$ cat src/rtl/eq_ctrl_pkg.sv
// -----------------------------------------------------------------------------
// eq_ctrl_pkg
// Shared definitions for the equalizer gain control front end.
//   HDR            : frame header byte that opens every command frame
//   CMD_SET_BAND   : set one band gain (ARG0 = band, ARG1 = gain)
//   CMD_SET_ALL    : set every band gain to ARG1
//   CMD_SET_EN     : ARG1[0] = equalizer enable, ARG1[1] = amplifier enable
//   parse_state_t  : byte parser state encoding
// -----------------------------------------------------------------------------
package eq_ctrl_pkg;

    localparam logic [7:0] HDR          = 8'hA5;

    localparam logic [7:0] CMD_SET_BAND = 8'h01;
    localparam logic [7:0] CMD_SET_ALL  = 8'h02;
    localparam logic [7:0] CMD_SET_EN   = 8'h03;

    typedef enum logic [2:0] {
        ST_IDLE = 3'd0,
        ST_CMD  = 3'd1,
        ST_ARG0 = 3'd2,
        ST_ARG1 = 3'd3,
        ST_CHK  = 3'd4,
        ST_EXEC = 3'd5
    } parse_state_t;

endpackage

$ cat src/rtl/eq_gain_bank.sv
// -----------------------------------------------------------------------------
// eq_gain_bank
// Shadow/live register bank for the per-band gains and the two enables.
// Writes land in the shadow copy and set a pending flag; the live copy is
// refreshed from the shadow only on a commit strobe while pending is set.
// Ports:
//   clk, rst          : clock, asynchronous active-high reset
//   commit            : audio sample strobe, commit point
//   wr_band           : write gain to the band selected by band_idx
//   wr_all            : write gain to every band
//   wr_en             : write enables from en_bits ([0]=eq, [1]=amplifier)
//   band_idx          : band to write (already range-checked by the caller)
//   gain              : gain value to write
//   en_bits           : enable values to write
//   amplifier_gains   : packed live gains, band k at [k*GAIN_BITS +: GAIN_BITS]
//   amplifier_enable  : live amplifier enable
//   eq_enable         : live equalizer enable
// -----------------------------------------------------------------------------
module eq_gain_bank #(
    parameter int NUMBER_OF_FILTERS = 10,
    parameter int GAIN_BITS         = 4,
    parameter int DEFAULT_GAIN      = 1
) (
    input  logic                                   clk,
    input  logic                                   rst,
    input  logic                                   commit,
    input  logic                                   wr_band,
    input  logic                                   wr_all,
    input  logic                                   wr_en,
    input  logic [7:0]                             band_idx,
    input  logic [GAIN_BITS-1:0]                   gain,
    input  logic [1:0]                             en_bits,
    output logic [NUMBER_OF_FILTERS*GAIN_BITS-1:0] amplifier_gains,
    output logic                                   amplifier_enable,
    output logic                                   eq_enable
);

    localparam logic [GAIN_BITS-1:0] DEF_GAIN = GAIN_BITS'(DEFAULT_GAIN);

    logic [GAIN_BITS-1:0] shadow_gain [NUMBER_OF_FILTERS];
    logic [GAIN_BITS-1:0] live_gain   [NUMBER_OF_FILTERS];
    logic                 shadow_eq_en;
    logic                 shadow_amp_en;
    logic                 pending;
    logic                 do_commit;
    logic                 any_write;

    assign do_commit = commit & pending;
    assign any_write = wr_band | wr_all | wr_en;

    // Shadow side: command writes accumulate here until the next commit.
    always_ff @(posedge clk or posedge rst) begin
        if (rst) begin
            for (int k = 0; k < NUMBER_OF_FILTERS; k++) begin
                shadow_gain[k] <= DEF_GAIN;
            end
            shadow_eq_en  <= 1'b0;
            shadow_amp_en <= 1'b0;
        end else begin
            for (int k = 0; k < NUMBER_OF_FILTERS; k++) begin
                if (wr_all || (wr_band && (band_idx == 8'(k)))) begin
                    shadow_gain[k] <= gain;
                end
            end
            if (wr_en) begin
                shadow_eq_en  <= en_bits[0];
                shadow_amp_en <= en_bits[1];
            end
        end
    end

    // Pending tracks uncommitted shadow changes. A write in the same cycle
    // as a commit keeps it set: the commit took the older shadow contents,
    // so the fresh write still has to go out on a later strobe.
    always_ff @(posedge clk or posedge rst) begin
        if (rst) begin
            pending <= 1'b0;
        end else if (any_write) begin
            pending <= 1'b1;
        end else if (do_commit) begin
            pending <= 1'b0;
        end
    end

    // Live side: only ever changes on a sample strobe, so the datapath
    // never sees a gain change in the middle of a sample.
    always_ff @(posedge clk or posedge rst) begin
        if (rst) begin
            for (int k = 0; k < NUMBER_OF_FILTERS; k++) begin
                live_gain[k] <= DEF_GAIN;
            end
            eq_enable        <= 1'b0;
            amplifier_enable <= 1'b0;
        end else if (do_commit) begin
            for (int k = 0; k < NUMBER_OF_FILTERS; k++) begin
                live_gain[k] <= shadow_gain[k];
            end
            eq_enable        <= shadow_eq_en;
            amplifier_enable <= shadow_amp_en;
        end
    end

    // Flatten the live gains into the packed bus the equalizer expects.
    always_comb begin
        amplifier_gains = '0;
        for (int k = 0; k < NUMBER_OF_FILTERS; k++) begin
            amplifier_gains[k*GAIN_BITS +: GAIN_BITS] = live_gain[k];
        end
    end

endmodule

$ cat src/rtl/eq_gain_ctrl.sv
// -----------------------------------------------------------------------------
// eq_gain_ctrl
// Command parser for the equalizer gain bank. Parses 5-byte frames
// (A5, CMD, ARG0, ARG1, CHK with CHK = CMD^ARG0^ARG1) from a byte stream,
// validates them and drives the shadow/live gain bank.
// Ports:
//   clk, rst          : clock, asynchronous active-high reset
//   sample_strobe     : one pulse per audio sample, commit point for updates
//   in_data/in_valid  : incoming byte and its valid flag
//   in_ready          : low only during the one-cycle execute state
//   amplifier_gains   : packed live band gains
//   amplifier_enable  : live amplifier enable
//   eq_enable         : live equalizer enable
//   frame_ok          : one-cycle pulse when a frame is executed
//   frame_err         : one-cycle pulse when a frame is rejected or times out
// -----------------------------------------------------------------------------
module eq_gain_ctrl
    import eq_ctrl_pkg::*;
#(
    parameter int NUMBER_OF_FILTERS = 10,
    parameter int GAIN_BITS         = 4,
    parameter int DEFAULT_GAIN      = 1,
    parameter int TIMEOUT_CYCLES    = 1_000_000
) (
    input  logic                                   clk,
    input  logic                                   rst,
    input  logic                                   sample_strobe,
    input  logic [7:0]                             in_data,
    input  logic                                   in_valid,
    output logic                                   in_ready,
    output logic [NUMBER_OF_FILTERS*GAIN_BITS-1:0] amplifier_gains,
    output logic                                   amplifier_enable,
    output logic                                   eq_enable,
    output logic                                   frame_ok,
    output logic                                   frame_err
);

    // Gap counter only needs to hold 0 .. TIMEOUT_CYCLES-1.
    localparam int GAP_W = (TIMEOUT_CYCLES > 1) ? $clog2(TIMEOUT_CYCLES) : 1;
    localparam logic [GAP_W-1:0] GAP_LAST = GAP_W'(TIMEOUT_CYCLES - 1);

    parse_state_t     state;
    logic [7:0]       cmd_q;
    logic [7:0]       arg0_q;
    logic [7:0]       arg1_q;
    logic [7:0]       chk_acc;
    logic [GAP_W-1:0] gap_cnt;
    logic             exec_valid;

    logic             accept;
    logic             band_ok;
    logic             gain_ok;
    logic             frame_valid;
    logic             exec_go;
    logic             wr_band;
    logic             wr_all;
    logic             wr_en;

    assign accept = in_valid & in_ready;

    // Frame validation, evaluated while the CHK byte is on in_data so the
    // verdict is ready to register on the same edge that accepts it.
    always_comb begin
        band_ok     = ({24'd0, arg0_q} < 32'(NUMBER_OF_FILTERS));
        gain_ok     = ((32'(arg1_q) >> GAIN_BITS) == 32'd0);
        frame_valid = 1'b0;
        if (in_data == chk_acc) begin
            case (cmd_q)
                CMD_SET_BAND: frame_valid = band_ok & gain_ok;
                CMD_SET_ALL:  frame_valid = gain_ok;
                CMD_SET_EN:   frame_valid = 1'b1;
                default:      frame_valid = 1'b0;
            endcase
        end
    end

    // Parser FSM with registered handshake and status pulses. Mid-frame
    // states share the gap counter: any accepted byte clears it, and a full
    // TIMEOUT_CYCLES without one abandons the frame with an error pulse.
    always_ff @(posedge clk or posedge rst) begin
        if (rst) begin
            state      <= ST_IDLE;
            cmd_q      <= '0;
            arg0_q     <= '0;
            arg1_q     <= '0;
            chk_acc    <= '0;
            gap_cnt    <= '0;
            exec_valid <= 1'b0;
            in_ready   <= 1'b1;
            frame_ok   <= 1'b0;
            frame_err  <= 1'b0;
        end else begin
            frame_ok  <= 1'b0;
            frame_err <= 1'b0;
            case (state)
                ST_IDLE: begin
                    gap_cnt <= '0;
                    if (accept && (in_data == HDR)) begin
                        state <= ST_CMD;
                    end
                end
                ST_CMD, ST_ARG0, ST_ARG1, ST_CHK: begin
                    if (accept) begin
                        gap_cnt <= '0;
                        case (state)
                            ST_CMD: begin
                                cmd_q   <= in_data;
                                chk_acc <= in_data;
                                state   <= ST_ARG0;
                            end
                            ST_ARG0: begin
                                arg0_q  <= in_data;
                                chk_acc <= chk_acc ^ in_data;
                                state   <= ST_ARG1;
                            end
                            ST_ARG1: begin
                                arg1_q  <= in_data;
                                chk_acc <= chk_acc ^ in_data;
                                state   <= ST_CHK;
                            end
                            default: begin
                                exec_valid <= frame_valid;
                                frame_ok   <= frame_valid;
                                frame_err  <= ~frame_valid;
                                in_ready   <= 1'b0;
                                state      <= ST_EXEC;
                            end
                        endcase
                    end else if (gap_cnt == GAP_LAST) begin
                        gap_cnt   <= '0;
                        frame_err <= 1'b1;
                        state     <= ST_IDLE;
                    end else begin
                        gap_cnt <= gap_cnt + 1'b1;
                    end
                end
                ST_EXEC: begin
                    exec_valid <= 1'b0;
                    in_ready   <= 1'b1;
                    state      <= ST_IDLE;
                end
                default: begin
                    exec_valid <= 1'b0;
                    in_ready   <= 1'b1;
                    state      <= ST_IDLE;
                end
            endcase
        end
    end

    // Bank write strobes are only live during the execute cycle of a frame
    // that passed validation.
    assign exec_go = (state == ST_EXEC) && exec_valid;
    assign wr_band = exec_go && (cmd_q == CMD_SET_BAND);
    assign wr_all  = exec_go && (cmd_q == CMD_SET_ALL);
    assign wr_en   = exec_go && (cmd_q == CMD_SET_EN);

    eq_gain_bank #(
        .NUMBER_OF_FILTERS (NUMBER_OF_FILTERS),
        .GAIN_BITS         (GAIN_BITS),
        .DEFAULT_GAIN      (DEFAULT_GAIN)
    ) u_bank (
        .clk              (clk),
        .rst              (rst),
        .commit           (sample_strobe),
        .wr_band          (wr_band),
        .wr_all           (wr_all),
        .wr_en            (wr_en),
        .band_idx         (arg0_q),
        .gain             (GAIN_BITS'(arg1_q)),
        .en_bits          (arg1_q[1:0]),
        .amplifier_gains  (amplifier_gains),
        .amplifier_enable (amplifier_enable),
        .eq_enable        (eq_enable)
    );

endmodule

$ cat config.mk
export PLATFORM = sky130hd
export DESIGN_NAME = eq_gain_ctrl
export DESIGN_NICKNAME = d
export VERILOG_FILES = /design/src/rtl/eq_ctrl_pkg.sv /design/src/rtl/eq_gain_bank.sv /design/src/rtl/eq_gain_ctrl.sv
export SDC_FILE = /design/constraint.sdc
export NUM_CORES = 1
export LEC_CHECK = 0
export BUFFER_PORTS_ARGS = -buffer_cell sky130_fd_sc_hd__buf_4
export CAP_MARGIN = 25
export CELL_PAD_IN_SITES_DETAIL_PLACEMENT = 1
export CELL_PAD_IN_SITES_GLOBAL_PLACEMENT = 2
export CORE_MARGIN = 3
export CORE_UTILIZATION = 35
export CTS_BUF_LIST = sky130_fd_sc_hd__clkbuf_16
export CTS_CLUSTER_SIZE = 14
export DETAILED_ROUTE_END_ITERATION = 7
export PLACE_DENSITY = 0.66
export SLEW_MARGIN = 20
export SYNTH_ARGS = -nofsm -noshare
export SYNTH_HDL_FRONTEND = slang
export SYNTH_SLANG_ARGS = --single-unit
export TNS_END_PERCENT = 30
$ cat constraint.sdc
create_clock -name clk -period 12.03 [get_ports clk]
set_input_delay 1.203 -clock clk [delete_from_list [all_inputs] [get_ports clk]]
set_output_delay 1.203 -clock clk [all_outputs]
set_load 0.1 [all_outputs]
==> out/results.ini <==
[die]
ios=57
rows=48
die_height_microns=139
fp.dieW_microns=139
initial_core_util=0.358
dieArea_sq_mm=0.0194
coreArea_sq_mm=0.0174

[critical_path]
timing.rr.end=u_bank.shadow_gain[30]
required_ns=12.33
setup.reg_to_reg.worst_slack_ns=9.47
ff2ff_path_depth=5
arrival_ns=2.86
worst_setup_path_end_kind=flop
rr_startpoint=state[2]
worst-path-max-fanout=22
path_class=flop to flop
critPathLaunchType=flop

[sta]
tns_ns=0
finClkSkew_ns=0.00862
setup_viol=0
finalMaxSlewViolations=0
rsz0062_at_grt=no
timing.final.crit_period_ns=2.56
fin_crit_sh=0.213
hold_viol_final=0
worst_pin_slew_ns=0.899
fmax_mhz=391
slew_headroom=0.396
hold_ws_ns=0.481

[synth]
ys_async_sr_fraction=1.00
synth_top_cell_area_share=0.496
ys.flop_type=dfrtp_1
synthDistinctLibCells=51
syn_area_sq_mm=0.00621
syn_nets=490
synth_common_cells=123 x dfrtp_1, 107 x mux2_2, 38 x nand2_1
synth_area_per_cell_sq_um=13.0
yosysMostFrequentCell=dfrtp_1
ys_seq_area_frac=0.584
yosys.area.top_type=dfrtp_1
synth-edff-count=0
ys_warn_count=0
synthCells=477
ys_top_cells_by_area=dfrtp_1 50%, mux2_2 19%, dfstp_2 8.9%
ys_ff_latch=144

[cts]
cts-resized-gates=0
cts_buffer_depth=2
htreeDepth=4
clk_pin_slew_ns=0.06
cts_tree=yes
root_buffer=clkbuf_16
clkLatencyLatePin_ns=0.42
post_cts_buffers=0
ctsHoldBuffers=0
numCtsBuffers=17
cts.sinks=144

[global_route]
grt_pass1_wl_microns=22800
grt-ovfl-total=0
first_global_vias=4060
grt_util_all_layers=0.149
grt_max_degree=94
antenna_found_initial=0

[power]
p_int_w=0.000835
ir_drop_v=0.0000935
pwr_density_cell_mw_per_mm2=140
sequentialPowerShare=0.462
power.leakage_nw=3.48
pwr-share-clk=0.521
power_w=0.00105
p_comb_frac=0.016
netSwitchingPower_w=0.000214
p_sw_frac=0.204

[placement]
gp_congestion=0.740
placed_cell_area_sq_mm=0.00685
post-dp-hpwl_microns=9370
portBuffers=56

[drt]
wl_per_cell_microns=17.7
postRouteAntennaNets=0
routed.top_layer=met4
route.met3.wl_microns=499
dr_wl_met2_microns=6630
vias_per_cell=5.02
drt_pre_antenna_iters=4
drt-met1-wl_microns=6420
vias=3893
wirelength_microns=13700
drc=0
first_iter_violations=125

[worst_hold_path]
min_path_type=flop to flop
hold_depth=1
hold_path_end=exec_valid
hp-start=exec_valid

[finish]
nets=550
fillers=1825
area_growth_pct=20.6
drive_gt1_frac=0.415
multiInputGateArea_sq_mm=0.00248
regArea_sq_mm=0.00363
n_antenna_cell=0
stdcell_area_sq_mm=0.00749

[job]
drv_cap=0

[outcome]
outcome=completed

per-stage QoR:
step	util	instances	worst slack [ns]
floorplan	-	477	7.00
global placement	0.395	742	9.16
detailed placement	0.395	742	9.09
CTS	0.430	774	9.47
global route	0.432	775	9.26
finish	0.432	775	9.47
critical path, stage by stage, from the launching register on:
cell and delay [ns]:
dfrtp_1 0.75, and4b_1 0.34, nand2_2 0.12, nor4b_1 0.53
a31oi_1 0.34, mux2_2 0.37
metal layers:
layer,global-route usage,vias up
met5,0,-
met2,0.233,67
li1,-,1805
met4,0.0463,0
met1,0.205,2007
met3,0.0364,14
state kept, by name, summed over array words and instances, names as in the netlist, 3 cells and up:
register,count
arg0_q,8
u_bank.shadow_gain,40
u_bank.amplifier_gains,40
state,3
gap_cnt,20
arg1_q,8
cmd_q,8
chk_acc,8
layout by cell type, fill, tap and decap left out, types with 7 or more instances in the layout:
cell type,instances
inv_1,8
nor3_1,11
nand2_1,37
dfrtp_1,123
xor2_1,12
xnor2_1,21
buf_4,57
clkbuf_16,17
nand4_1,8
o21ai_0,9
dfstp_2,21
nor2_1,33
mux2_2,107
nand3_1,7
power groups by stage:
stage,clock (W),sequential [W],combinational [W]
2_1_floorplan,0,0.000493,0.00000865
3_5_place_dp,0,0.000493,0.0000184
6_report,0.000547,0.000485,0.0000172
3_3_place_gp,0,0.000493,0.0000182
4_1_cts,0.000563,0.000485,0.0000184
5_1_grt,0.000585,0.000484,0.0000203
cells by family after synthesis:
group,after synthesis,synth area share
xor gates and xnor gates,33,0.0465
DFF,144,0.584
adders and majority gates,1,0.00201
muxes,107,0.194
and+or+nand+nor,132,0.112
buffers and inverters,25,0.0171
AOI/OAI and AO/OA,35,0.0437
how the worst max path moves through the flow:
stage,startpoint,to,cells past startpoint
finish,state[2],u_bank.shadow_gain[30],5
global route,state[2],u_bank.shadow_gain[30],5
CTS,state[2],u_bank.shadow_gain[30],5
detailed placement,in_valid,cmd_q[6],5
global placement,in_valid,cmd_q[3],5
floorplan,rst,arg0_q[0],1
cell type report:
class	count	area share
sequential	144	0.485
clock buffer	17	0.0568
clock inverter	15	0.0257
multi-input combinational	308	0.331
tap	225	0.0376
inverter	8	0.00468
timing repair buffer	58	0.0598
(Power assumes the default switching activity.)
